<file path="config.mk">
export PLATFORM = sky130hd
export DESIGN_NAME = fifo_rd_stream
export DESIGN_NICKNAME = d
export VERILOG_FILES = /design/src/rtl/fifo_rd_stream.sv
export SDC_FILE = /design/constraint.sdc
export NUM_CORES = 1
export LEC_CHECK = 0
export BUFFER_PORTS_ARGS = -buffer_cell sky130_fd_sc_hd__buf_2
export CORE_ASPECT_RATIO = 0.5
export CORE_UTILIZATION = 50
export CTS_CLUSTER_DIAMETER = 50
export DETAILED_ROUTE_END_ITERATION = 16
export MAX_ROUTING_LAYER = met4
export PLACE_DENSITY = 0.76
export SYNTH_ARGS = -nofsm -noshare
export SYNTH_HDL_FRONTEND = slang
export SYNTH_SLANG_ARGS = --single-unit
</file>
<file path="constraint.sdc">
create_clock -name rclk -period 2.5 [get_ports rclk]
set_clock_uncertainty 0.2 [all_clocks]
set_input_delay 0 -clock rclk [delete_from_list [all_inputs] [get_ports rclk]]
set_output_delay 0 -clock rclk [all_outputs]
set_load 0.01 [all_outputs]
</file>
<file path="src/rtl/fifo_rd_stream.sv">
// Read-side drain stage for the async FIFO: pops the show-ahead read port and
// re-presents the words as a registered valid/ready stream through a 2-entry skid buffer.
module fifo_rd_stream #(
  parameter int DSIZE = 8,
  parameter int CNTW  = 16
) (
  input  logic             rclk,
  input  logic             rrst,
  input  logic             rempty,
  input  logic [DSIZE-1:0] rdata,
  output logic             rinc,
  output logic [DSIZE-1:0] m_data,
  output logic             m_valid,
  input  logic             m_ready,
  input  logic             flush,
  output logic [CNTW-1:0]  beat_cnt
);

  logic [1:0]       cnt, cnt_nxt;
  logic [DSIZE-1:0] entry0, entry1, entry0_nxt, entry1_nxt;
  logic             valid_nxt;
  logic             pop_fifo, pop_out;

  // The pop depends only on local occupancy, never on m_ready
  assign pop_fifo = !rrst && !flush && !rempty && (cnt != 2'd2);
  assign pop_out  = m_valid && m_ready;
  assign rinc     = pop_fifo;
  assign m_data   = entry0;

  always_comb begin
    cnt_nxt    = cnt;
    entry0_nxt = entry0;
    entry1_nxt = entry1;
    if (flush) begin
      cnt_nxt = 2'd0;
    end else begin
      case ({pop_fifo, pop_out})
        2'b10: begin
          if (cnt == 2'd0) entry0_nxt = rdata;
          else             entry1_nxt = rdata;
          cnt_nxt = cnt + 2'd1;
        end
        2'b01: begin
          entry0_nxt = entry1;
          cnt_nxt    = cnt - 2'd1;
        end
        2'b11: begin
          entry0_nxt = rdata;
        end
        default: ;
      endcase
    end
    valid_nxt = (cnt_nxt != 2'd0);
  end

  always_ff @(posedge rclk or posedge rrst) begin
    if (rrst) begin
      cnt     <= 2'd0;
      entry0  <= '0;
      entry1  <= '0;
      m_valid <= 1'b0;
    end else begin
      cnt     <= cnt_nxt;
      entry0  <= entry0_nxt;
      entry1  <= entry1_nxt;
      m_valid <= valid_nxt;
    end
  end

  // Counts every completed transfer, including one coinciding with a flush
  always_ff @(posedge rclk or posedge rrst) begin
    if (rrst)         beat_cnt <= '0;
    else if (pop_out) beat_cnt <= beat_cnt + 1'b1;
  end

endmodule
</file>
==> results.yml, run 1 <==
synthesis:
  synth.distinct_cells: 27
  syn_inst: 135
  syn-cell-area_um2: 1580
  synth_nets: 152
  synth_ff_type: "dfrtp_1"
  avgSynthCellArea_um2: 11.7
  async_flop_share: 1.00
  ys_top_cells_by_area: "dfrtp_1 (56%), mux2_2 (6.4%), mux2i_1 (5.1%)"
  ys_seq_area_frac: 0.555
  yosysTopAreaCellShare: 0.555
  synth-edff-count: 0
  synth_seq_cells: 35
  netlist.top_cell.by_area: "dfrtp_1"
  ys_warn_count: 0
cts:
  cts_made_buffers: 5
  clk_pin_slew_ns: 0.06
  clock_latency_ns: 0.28
  clock_path_buffers: 2
  cts_resized: 0
  clock_sinks: 35
  clock-root-buffer: "clkbuf_8"
  cts_tree: "yes"
  htree_levels: 2
setup_path:
  path_cells: "dlygate4sd3_1 -> buf_2 -> or4_1 -> inv_1 -> ha_1 -> o21ai_0 -> nor2_2 -> buf_4 -> mux2_2"
  reg2reg_from: "cnt[1]$_DFF_PP0_"
  startpoint: "flush"
  reg2reg_depth: 8
  arrival_ns: 2.31
  slowest_stage: "or4_1"
  path_max_fanout: 8
  worstSetupEndpoint: "entry1[0]$_DFFE_PP0P_"
  r2r_end: "entry1[0]$_DFFE_PP0P_"
  path_class: "primary input to flop"
  critPathRequiredTime_ns: 2.46
  r2r_slack_ns: 0.19
  cp_top_family: "buffers and inverters"
  cp.depth: 9
  critPathBufInv: 4
  endpoint_kind: "flop"
  critPathMaxStageDelay_ns: 0.58
  crit_path_start_kind: "primary input"
layout:
  post_route_cells_drive_above_1_share: 0.321
  regArea_um2: 876
  multiInputGateArea_um2: 657
  layout_commonest_cell: "buf_2"
  final.fill_count: 198
  mostFrequentLayoutCells: "buf_2 (38), dfrtp_1 (35), nand2_1 (13)"
  finish.net_count: 208
  antennaDiodeCount: 0
  syn_to_final_growth_pct: 26.7
route:
  firstDrtPassIters: 4
  vias: 1144
  viasPerCell: 5.04
  wirelength_um: 2810
  drc: 0
  ant_nets: 0
  drt_iter0_markers: 19
  post_drt_wl_per_cell_um: 12.4
global_routing:
  grt_pass1_vias: 1060
  grt_pass1_wl_um: 4770
  grt_overflow_total: 0
  grt_start_max_net_pins: 21
  track_usage: 0.195
  antenna_found_initial: 0
sta:
  rsz0062_at_grt: "no"
  fin_crit_sh: 0.937
  fin_crit_ns: 2.34
  fmax_ghz: 0.427
  worst_pin_slew_ns: 0.721
  setup_viol: 0
  max_slew_margin: 0.519
  finalSetupTns_ns: 0
  worst_hold_slack_ns: 0.147
  maxSlewViolCount: 0
  hold_violations: 0
outcome:
  outcome: "finished, final reports clean"
placed_design:
  io_buffers: 38
  gp_congestion: 0.801
  hpwl_um: 1970
floorplanning:
  die_x_um: 81.4
  boundaryPins: 39
  die_h_um: 41.7
  core_area_um2: 2780
  initial_core_util: 0.567
  rows: 13
  die-area_um2: 3400
pwr:
  p_leak_nw: 1.01
  peakVddDrop_mv: 0.461
  power.density_nw_per_um2: 796
worst_hold_path:
  hold_class: "primary input to flop"
run:
  drv_cap: 0
## how the worst min path moves through the flow
| stage | start | to | slack [ns] | cells past startpoint |
|---|---|---|---|---|
| 2_1_floorplan | flush | cnt[1]$_DFF_PP0_ | -0.14 | 1 |
| 3_3_place_gp | rrst | cnt[1]$_DFF_PP0_ | -0.03 | 2 |
| 3_5_place_dp | rrst | entry1[3]$_DFFE_PP0P_ | -0.03 | 2 |
| 4_1_cts | rempty | cnt[0]$_DFF_PP0_ | 0.14 | 5 |
| 5_1_grt | rempty | cnt[0]$_DFF_PP0_ | 0.19 | 5 |
| 6_report | rempty | cnt[0]$_DFF_PP0_ | 0.15 | 5 |
## power by group
part           total (mW)  switching [mW]  internal [mW]
registers           0.817          0.0985          0.719
logic               0.405           0.198          0.207
clock network       0.368           0.183          0.185
total                1.59           0.479           1.11
## what timing repair did
item	in CTS	in global routing
buffers inserted	0	1
setup endpoints to repair	0	5
endpoints found under the hold margin	42	0
hold buffers	11	0
## final cells by class
cell class              count  share of cell area
clock buffers               6              0.0363
inverters                   6              0.0125
well taps                  37              0.0232
flip-flops and latches     35               0.438
repair buffers             52               0.161
multi-input cells          91               0.329
## cell families (layout without fill, tap and decap cells)
group,after synthesis,after routing,synth area share
AO/OA/AOI/OAI,12,12,0.0389
XOR/XNOR,17,17,0.0944
adder cells (fa/ha/maj),4,4,0.0317
buffers and inverters,9,64,0.0285
flip-flops,35,35,0.555
multiplexers,17,17,0.115
AND/OR/NAND/NOR,41,41,0.136
## metal layers
| metal | GRT usage | vias up | routed length (um) |
|---|---|---|---|
| met2 | 0.305 | 29 | 1340 |
| met1 | 0.232 | 549 | 1320 |
| met3 | 0.0659 | 4 | 126 |
| met5 | - | - | 0 |
| met4 | 0.0750 | 0 | 29 |
| li1 | - | 562 | - |
## worst min-delay path: stages
cell,delay (ns)
buf_2,0.07
or4_1,0.14
ha_1,0.19
xor2_1,0.10
nor2_1,0.08
## synthesized netlist by cell type (all sizes together), types with 2 or more instances
library cell   n
nand4          3
dfrtp         35
xnor2          8
ha             4
nand2         13
or3            3
nor2b          2
xor2           9
nor2          11
nand3          4
o21ai         10
mux2i          8
buf            2
mux2           9
inv            6
## sequential cells by signal, summed over array words and instances, names as in the netlist
name / count
beat_cnt: 16
cnt: 2
entry1: 8
m_valid: 1
m_data: 8
## metrics by stage
stage	util	setup WS (ns)	instances	power [mW]	area [um2]
finish	0.719	0.158	227	1.59	2000
global route	0.719	0.0286	227	1.70	2000
CTS	0.716	0.0822	226	1.60	1990
detailed placement	0.650	0.119	209	1.22	1810
global placement	0.650	0.166	209	1.20	1810
floorplan	-	0.227	135	1.06	1580
Note: power is estimated with default switching activity, not from simulation.
==> inputs of run 2 (changes only) <==
Settings changed: ABC_AREA from default to 1, PLACE_DENSITY 0.76 to 0.75.
==> run 2 against run 1 <==
Cell count up 30%. Area after synthesis up 10%. Cell area up 9.6%. Sequential cell count unchanged. Critical path depth up 2. Total power up 0.74%. Hold slack worse by 0.074 ns. Largest cell class unchanged.
==> results.yml, run 2 <==
outcome:
  outcome: "finished, final reports clean"
synthesis:
  synth_seq_cells: 35
  synth_common_cells: "nand2_1 (50), dfrtp_1 (35), inv_1 (25)"
  yosys.area_share.xor_xnor: 0.0604
  avgSynthCellArea_um2: 8.70
  synth_compound_area_frac: 0.101
  yosys.cell_count.top_type: "nand2_1"
  synth.distinct_cells: 25
  synth.area.mux_share: 0
  syn_inst: 200
  synth-edff-count: 0
  ys_seq_area_frac: 0.504
  synth_adder_area_share: 0.0288
  netlist.top_cell.by_area: "dfrtp_1"
  ys_warn_count: 0
  synth_ff_type: "dfrtp_1"
  ys_top_cells_by_area: "dfrtp_1 (50%), nand2_1 (11%), inv_1 (5.4%)"
  syn-cell-area_um2: 1740
  async_flop_share: 1.00
  synth_nets: 217
  yosysTopAreaCellShare: 0.504
  yosys.area_share.simple: 0.246
  synth_top_family_by_area: "simple AND/OR/NAND/NOR gates"
sta:
  fin_crit_ns: 2.25
  setup_viol: 0
  fmax_ghz: 0.444
  hold_violations: 0
  max_slew_margin: 0.699
  worst_pin_slew_ns: 0.451
  finalSetupTns_ns: 0
  fin_crit_sh: 0.900
  maxSlewViolCount: 0
  setup_slack_ns: 0.250
  rsz0062_at_grt: "no"
setup_path:
  cp.depth: 11
  arrival_ns: 2.22
  reg2reg_depth: 10
  critPathBufInv: 4
  path_class: "primary input to flop"
  path_max_fanout: 12
  cp_top_family: "buffers and inverters"
  critPathRequiredTime_ns: 2.47
  critPathMaxStageDelay_ns: 0.52
  crit_top_cell: "nand2_1"
  crit_path_start_kind: "primary input"
  slowest_stage: "dlygate4sd3_1"
  endpoint_kind: "flop"
  path_cells: "dlygate4sd3_1 -> buf_2 -> nor4_2 -> inv_1 -> ha_1 -> nand2_1 -> nand2_1 -> nor2_1 -> inv_1 -> o21ai_0 -> nand2_1"
run:
  drv_cap: 0
global_routing:
  grt_start_max_net_pins: 36
  track_usage: 0.215
  antenna_found_initial: 0
  grt_pass1_vias: 1343
  grt_overflow_total: 0
  grt_pass1_wl_um: 5890
cts:
  clk_pin_slew_ns: 0.07
  cts_made_buffers: 5
  clock_sinks: 35
  clock-root-buffer: "clkbuf_8"
  cts_tree: "yes"
  clock_latency_ns: 0.29
  htree_levels: 2
  clock_path_buffers: 2
  postCtsSetupBuffers: 0
pwr:
  power.density_nw_per_um2: 731
  p_leak_nw: 1.20
  peakVddDrop_mv: 0.358
placed_design:
  dp_slack_ns: 0.125
  placedCellCount: 277
  gp_congestion: 0.791
  io_buffers: 38
  hpwl_um: 2490
floorplanning:
  die_x_um: 85.4
  core_area_um2: 3150
  initial_core_util: 0.552
  rows: 14
  boundaryPins: 39
  die_h_um: 43.7
  die-area_um2: 3730
layout:
  top_register: "beat_cnt"
  mostFrequentLayoutCells: "nand2_1 (50), buf_2 (38), dfrtp_1 (35)"
  antennaDiodeCount: 0
  largest_reg_flops: 16
  post_route_cells_drive_above_1_share: 0.238
  finish.net_count: 272
  syn_to_final_growth_pct: 26.0
  final.fill_count: 275
  final-instance-count-excl-fill: 296
  layout_commonest_cell: "nand2_1"
route:
  ant_nets: 0
  wirelength_um: 3560
  vias: 1467
  firstDrtPassIters: 4
  drc: 0
  viasPerCell: 4.96
  post_drt_wl_per_cell_um: 12.0
  drt_iter0_markers: 87
worst_hold_path:
  hold_class: "primary input to output pin"
  hold-path-cell-count: 3
[run 2: cell count changes in the layout (fill, tap and decap cells not counted), sizes merged, moves of 3 or more]
cell,change
o211ai,+7
or2,+6
mux2i,-8
inv,+19
o21ai,+9
nor2,+11
xor2,-3
mux2,-9
or3,-3
nand2,+39
nand3,+4
[run 2: logic make-up (layout without fill, tap and decap cells)]
group	count (synthesis)	count (layout)
AND/OR/NAND/NOR	94	94
flip-flops	35	35
AO/OA/AOI/OAI	28	28
buffers and inverters	27	83
XOR/XNOR	12	12
adder cells (fa/ha/maj)	4	4
[run 2: final cells by class]
cell class | instances | area [um2] | area share
Inverter | 25 | 93.8 | 0.0428
Sequential cell | 35 | 876 | 0.400
Timing Repair Buffer | 50 | 308 | 0.140
Tap cell | 40 | 50.0 | 0.0228
Clock buffer | 8 | 100 | 0.0457
Multi-Input combinational cell | 138 | 764 | 0.349
[run 2: path summary, 6_finish.rpt]
path	startpoint	endpoint	slack, ns
worst max-delay path	flush	m_valid$_DFF_PP0_	0.25
worst min-delay path	rempty	rinc	0.07
worst max register to register	cnt[0]$_DFF_PP0_	m_valid$_DFF_PP0_	0.27
worst min register to register	entry1[6]$_DFFE_PP0P_	entry1[6]$_DFFE_PP0P_	0.29
max in group asynchronous	rrst	beat_cnt[13]$_DFFE_PP0N_	1.58
min in group asynchronous	rrst	entry1[6]$_DFFE_PP0P_	0.19
[run 2: power breakdown]
group	internal, mW	total, mW	switching (mW)	leakage [nW]
clock network	0.251	0.451	0.200	0.0515
logic	0.165	0.378	0.213	0.694
registers	0.696	0.773	0.0773	0.455
[run 2: what timing repair did]
item | CTS | global route
endpoints found under the setup margin | 0 | 2
hold buffers | 11 | 0
hold endpoints to repair | 56 | 0
resized for setup | 0 | 1
[run 2: metrics by stage]
step | utilization | hold WS, ns | power (mW) | instance area (um2)
finish | 0.695 | 0.0729 | 1.60 | 2190
detailed placement | 0.627 | -0.0602 | 1.15 | 1980
global placement | 0.627 | -0.0678 | 1.13 | 1980
CTS | 0.693 | 0.0787 | 1.62 | 2190
global route | 0.695 | 0.0892 | 1.70 | 2190
floorplan | - | -0.133 | 1.01 | 1740
[run 2: worst register-to-register path: stages (launching register included)]
cell	delay, ns
dfrtp_1	0.47
nor2_1	0.10
nor4_2	0.24
inv_1	0.11
ha_1	0.34
nand2_1	0.12
nand2_1	0.06
nor2_1	0.12
inv_1	0.06
o21ai_0	0.21
nand2_1	0.08
[run 2: layer usage]
metal / vias to the layer above / wire [um] / global-route usage
met5: - / 0 / -
met4: 0 / 36 / 0.0700
met3: 4 / 126 / 0.0514
met2: 22 / 1670 / 0.339
met1: 697 / 1730 / 0.279
li1: 744 / - / -
